===== src/rtl/pipe_hazard_sched_pkg.sv =====
`default_nettype none
// ============================================================================
// Module  : pipe_hazard_sched_pkg
// Brief   : Shared constants and stage-control bundle for the hazard scheduler.
// Revision: 1.0
// ============================================================================
package pipe_hazard_sched_pkg;

    localparam int MD_MULT_CYC = 5;
    localparam int MD_DIV_CYC  = 10;

    typedef struct packed {
        logic pc_en;
        logic fd_en;
        logic fd_flush;
        logic de_en;
        logic de_flush;
        logic em_en;
        logic em_flush;
        logic mw_en;
        logic mw_flush;
    } stage_ctrl_t;

    typedef enum logic [0:0] {
        MD_IDLE = 1'b0,
        MD_BUSY = 1'b1
    } md_state_t;

    localparam stage_ctrl_t CTRL_RUN   = '{1'b1, 1'b1, 1'b0, 1'b1, 1'b0, 1'b1, 1'b0, 1'b1, 1'b0};
    localparam stage_ctrl_t CTRL_STALL = '{1'b0, 1'b0, 1'b0, 1'b1, 1'b1, 1'b1, 1'b0, 1'b1, 1'b0};
    localparam stage_ctrl_t CTRL_FLUSH = '{1'b1, 1'b1, 1'b1, 1'b1, 1'b1, 1'b1, 1'b1, 1'b1, 1'b1};

endpackage
`default_nettype wire


===== src/rtl/pipe_hazard_sched_md_busy_seq.sv =====
`default_nettype none
// ============================================================================
// Module  : md_busy_seq
// Brief   : MDU busy down-counter with sticky start-while-busy error flag.
// Revision: 1.0
// ============================================================================
module md_busy_seq
    import pipe_hazard_sched_pkg::*;
#(
    parameter int MULT_CYC = MD_MULT_CYC,
    parameter int DIV_CYC  = MD_DIV_CYC,
    parameter int CNT_W    = 4
) (
    input  logic clk,
    input  logic reset,
    input  logic i_start,
    input  logic i_is_div,
    output logic o_busy,
    output logic o_err
);

    md_state_t          r_state;
    md_state_t          w_state_nxt;
    logic [CNT_W-1:0]   r_cnt;
    logic [CNT_W-1:0]   w_cnt_nxt;
    logic [CNT_W-1:0]   w_load;
    logic               r_err;
    logic               w_err_nxt;

    assign w_load = i_is_div ? CNT_W'(DIV_CYC) : CNT_W'(MULT_CYC);

    always_ff @(posedge clk) begin
        if (reset) begin
            r_state <= MD_IDLE;
            r_cnt   <= '0;
            r_err   <= 1'b0;
        end else begin
            r_state <= w_state_nxt;
            r_cnt   <= w_cnt_nxt;
            r_err   <= w_err_nxt;
        end
    end

    // A start while busy is illegal: the newer op's latency wins and the error sticks.
    always_comb begin
        w_cnt_nxt = r_cnt;
        w_err_nxt = r_err;
        case (r_state)
            MD_IDLE: begin
                if (i_start) w_cnt_nxt = w_load;
            end
            MD_BUSY: begin
                if (i_start) begin
                    w_cnt_nxt = w_load;
                    w_err_nxt = 1'b1;
                end else begin
                    w_cnt_nxt = r_cnt - CNT_W'(1);
                end
            end
            default: w_cnt_nxt = '0;
        endcase
        w_state_nxt = (w_cnt_nxt != '0) ? MD_BUSY : MD_IDLE;
    end

    always_comb begin
        o_busy = (r_state == MD_BUSY);
        o_err  = r_err;
    end

endmodule
`default_nettype wire


===== src/rtl/pipe_hazard_sched.sv =====
`default_nettype none
// ============================================================================
// Module  : pipe_hazard_sched
// Brief   : Pipeline stall/flush scheduler merging data, HI/LO and CP0 hazards.
// Revision: 1.0
// ============================================================================
module pipe_hazard_sched
    import pipe_hazard_sched_pkg::*;
#(
    parameter int MULT_CYC = MD_MULT_CYC,
    parameter int DIV_CYC  = MD_DIV_CYC,
    parameter int CNT_W    = 4
) (
    input  logic        clk,
    input  logic        reset,
    input  logic        D_stall_data,
    input  logic        D_is_md,
    input  logic        E_md_start,
    input  logic        E_md_is_div,
    input  logic        Req,
    output logic        pc_en,
    output logic        fd_en,
    output logic        fd_flush,
    output logic        de_en,
    output logic        de_flush,
    output logic        em_en,
    output logic        em_flush,
    output logic        mw_en,
    output logic        mw_flush,
    output logic        md_start_ok,
    output logic        md_busy,
    output logic        md_err,
    output logic [31:0] stall_cnt
);

    stage_ctrl_t w_ctrl;
    logic        w_md_start_ok;
    logic        w_md_busy;
    logic        w_stall;
    logic [31:0] r_stall_cnt;

    // The E-stage start is a flush victim when Req fires, so it must not launch.
    assign w_md_start_ok = E_md_start & ~Req & ~reset;
    assign w_stall       = D_stall_data | (D_is_md & (w_md_busy | E_md_start));

    md_busy_seq #(
        .MULT_CYC (MULT_CYC),
        .DIV_CYC  (DIV_CYC),
        .CNT_W    (CNT_W)
    ) u_md_busy_seq (
        .clk      (clk),
        .reset    (reset),
        .i_start  (w_md_start_ok),
        .i_is_div (E_md_is_div),
        .o_busy   (w_md_busy),
        .o_err    (md_err)
    );

    always_comb begin
        w_ctrl = CTRL_RUN;
        if (!reset) begin
            if (Req)          w_ctrl = CTRL_FLUSH;
            else if (w_stall) w_ctrl = CTRL_STALL;
        end
    end

    always_ff @(posedge clk) begin
        if (reset)               r_stall_cnt <= '0;
        else if (!Req && w_stall) r_stall_cnt <= r_stall_cnt + 32'd1;
    end

    assign {pc_en, fd_en, fd_flush, de_en, de_flush,
            em_en, em_flush, mw_en, mw_flush} = w_ctrl;
    assign md_start_ok = w_md_start_ok;
    assign md_busy     = w_md_busy;
    assign stall_cnt   = r_stall_cnt;

endmodule
`default_nettype wire


===== config.mk =====
export PLATFORM = sky130hd
export DESIGN_NAME = pipe_hazard_sched
export DESIGN_NICKNAME = d
export VERILOG_FILES = /design/src/rtl/pipe_hazard_sched_pkg.sv /design/src/rtl/pipe_hazard_sched_md_busy_seq.sv /design/src/rtl/pipe_hazard_sched.sv
export SDC_FILE = /design/constraint.sdc
export NUM_CORES = 1
export LEC_CHECK = 0
export BUFFER_PORTS_ARGS = -buffer_cell sky130_fd_sc_hd__buf_2
export CAP_MARGIN = 0
export CORE_MARGIN = 5
export CORE_UTILIZATION = 47
export DETAILED_ROUTE_END_ITERATION = 16
export PLACE_DENSITY = 0.82
export SETUP_SLACK_MARGIN = 0.2
export SYNTH_ARGS = -nofsm -noshare
export SYNTH_HDL_FRONTEND = slang
export SYNTH_SLANG_ARGS = --single-unit

===== constraint.sdc =====
create_clock -name clk -period 2.06 [get_ports clk]
set_clock_uncertainty 0.05 [all_clocks]
set_input_delay 0 -clock clk [delete_from_list [all_inputs] [get_ports clk]]
set_output_delay 0 -clock clk [all_outputs]
set_load 0.01 [all_outputs]

==> results.yml <==
cts:
  h-tree-depth: 2
  worstSkewPairLatency_ns: 0.30
  tritoncts: "built"
  cts.sinks: 38
  cts_inserted_buffers: 5
  root_buffer: "clkbuf_8"
  clk_pin_slew_ns: 0.07
  clock_path_buffers: 2
route:
  drtAntennaViolNets: 0
  finalWirelength_mm: 5.626
  first_pass_iters: 4
  wl_met2_mm: 2.749
  routed-wl-met3_um: 401
  num_vias: 2013
  avgViaCountPerCell: 5.607
  wire_per_inst_um: 15.67
  drt_iter0_markers: 120
  dr.max_layer_used: "met4"
  m1WireLength_mm: 2.356
  drcViolationCount: 0
timing:
  final.min_clock_period_ns: 2.123
  setup_violations: 5
  rsz0062_at_grt: "yes"
  finalWorstSetupSlack_ns: -0.06276
  finalHoldViolCount: 0
  timing.fmax_mhz: 471.1
  slew_viol_final: 0
  fin_crit_sh: 1.030
place:
  dp.cells: 335
  place_ws_ns: -0.03815
  placed_area_mm2: 0.002354
  gp_congestion: 0.7832
  portBuffers: 47
  dp_hpwl_mm: 3.578
synthesis:
  synth_cells: 229
  synth_area_mm2: 0.001884
  synth_flop_cell: "dfxtp_1"
  yosys_warnings: 0
  synth_edf_count: 0
  seq_area_frac_synth: 0.4037
  synthDistinctLibCells: 36
  postSynth.asyncResetShare: 0
  ys_ff_latch: 38
  avgSynthCellArea_um2: 8.228
critical_path:
  crit_arrival_ns: 2.30
  start_kind: "flip-flop"
  slowest_delay_ns: 0.52
  critPathTopFamily: "simple AND/OR/NAND/NOR gates"
  criticalPathCategory: "flip-flop to flip-flop"
  path_buf_inv: 1
  crit_slowest_cell: "or4_1"
  end_kind: "flip-flop"
  worstPathRequired_ns: 2.24
  cp_max_fo: 5
  path_cells: "nand3_4 -> or4_1 -> or3_4 -> buf_6 -> or3_1 -> a21oi_1"
layout:
  syn_to_final_growth_pct: 41.23
  nNetsFinal: 317
  finalNonFillerCells: 359
  final_cell_mix: "48 x buf_2, 35 x buf_4, 27 x nor2_1"
  final_common_cell: "buf_2"
  drive_gt1_frac: 0.4110
  diodes: 0
  finalInstanceArea_mm2: 0.002661
floorplan:
  initial_core_util: 0.4779
  pin_count: 51
  std_cell_rows: 23
  core_mm2: 0.003943
  dieWidth_um: 73.32
  die_h_um: 73.32
  die_area_mm2: 0.005375
global_routing:
  antenna_found_initial: 0
  grt_pass1_vias: 1856
  grt_pass1_wl_mm: 8.625
  grt_start_max_net_pins: 27
  track_usage: 0.2090
  grt_overflow: 0
power_and_ir_drop:
  peakVddDrop_mv: 0.4054
  p_leak_nw: 1.048
  p_per_area_mw_per_mm2: 540.4
status:
  violations: "negative setup slack"
  outcome: "complete, but fails checks"
hold_path:
  hp-class: "input pin to flip-flop"
job:
  maxCapViolations: 0
==> where the power goes <==
part / total [mW] / switching (mW) / internal (mW) / leakage, nW
Clock: 0.506 / 0.265 / 0.241 / 0.0395
Combinational: 0.167 / 0.0951 / 0.0714 / 0.692
Sequential: 0.766 / 0.0179 / 0.748 / 0.316
Total: 1.44 / 0.379 / 1.06 / 1.05
==> worst register-to-register path: cells and delay by family, from the launching register on <==
| kind | cells | cell delay (ns) |
|---|---|---|
| simple gates | 4 | 1.32 |
| flops | 1 | 0.36 |
| compound gates | 1 | 0.17 |
| buf+inv | 1 | 0.14 |
==> registers in the layout, indices dropped and copies added, names as in the netlist <==
name,count
u_md_busy_seq.r_cnt,4
u_md_busy_seq.o_busy,1
u_md_busy_seq.o_err,1
stall_cnt,32
==> timing repair <==
action                                 4_1_cts  5_1_grt
hold buffers                                 1        0
pin swaps                                    8        4
resized for setup                           11        7
gates cloned                                 1        0
buffers inserted                             8        6
endpoints found under the hold margin        3        0
setup endpoints to repair                   14       17
==> kinds of logic after synthesis <==
kind of cell               synth area share
and+or+nand+nor                      0.3041
DFF                                  0.4037
AOI/OAI and AO/OA                    0.1089
xor gates and xnor gates             0.1069
buffers and inverters               0.06108
adders and majority gates           0.01328
other                              0.001990
==> path summary, 6_finish.rpt <==
| path | depth (start not counted) | from | end | slack, ns |
|---|---|---|---|---|
| hold reg to reg | 2 | u_md_busy_seq.o_err | u_md_busy_seq.o_err | 0.41 |
| setup reg to reg | 6 | stall_cnt[13] | stall_cnt[23] | -0.06 |
| hold / removal | 3 | E_md_start | u_md_busy_seq.r_cnt[2] | 0.03 |
| setup / recovery | 6 | stall_cnt[13] | stall_cnt[23] | -0.06 |
==> synth_stat cells (2+ instances only) <==
master	n	area [um2]
nor2b_1	2	12.51
or4_1	6	45.04
buf_4	6	45.04
xor2_1	6	52.55
buf_2	2	10.01
xnor2_1	17	148.9
nand3_2	2	20.02
nor4_1	9	56.30
dfxtp_1	38	760.7
o31ai_1	3	22.52
clkbuf_1	6	22.52
and4_1	3	26.28
ha_1	2	25.02
nand2b_1	3	18.77
nor3_1	6	30.03
and2_1	2	12.51
or3_1	10	62.56
a21oi_1	20	100.1
and3_1	2	12.51
nand2_1	15	56.30
nand4_1	8	50.05
nand3_1	9	45.04
nor2_1	27	101.4
inv_1	6	22.52
o21ai_0	8	40.04
==> metrics by stage <==
step	utilization	hold WS [ns]	power [mW]	setup TNS, ns
after global placement	0.5970	0.2663	0.9348	0
after global routing	0.6750	0.07432	1.498	-0.4375
final	0.6750	0.03153	1.438	-0.1652
after floorplan	-	0.09517	0.9042	0
after CTS	0.6544	0.03684	1.438	-0.001171
after detailed placement	0.5970	0.2747	0.9399	-0.05388
==> layout make-up <==
type / count / area, um2
Timing Repair Buffer: 86 / 535.5
Inverter: 6 / 22.52
Sequential cell: 38 / 795.8
Tap cell: 50 / 62.56
Clock buffer: 8 / 80.08
Multi-Input combinational cell: 171 / 1165
Fill cell: 312 / 1281
==> layer usage <==
metal	vias up	track usage
met1	950	0.2496
met3	12	0.06019
met2	85	0.3406
li1	966	-
met4	0	0.1066
met5	-	0
Power figures use the tool's default switching activity.
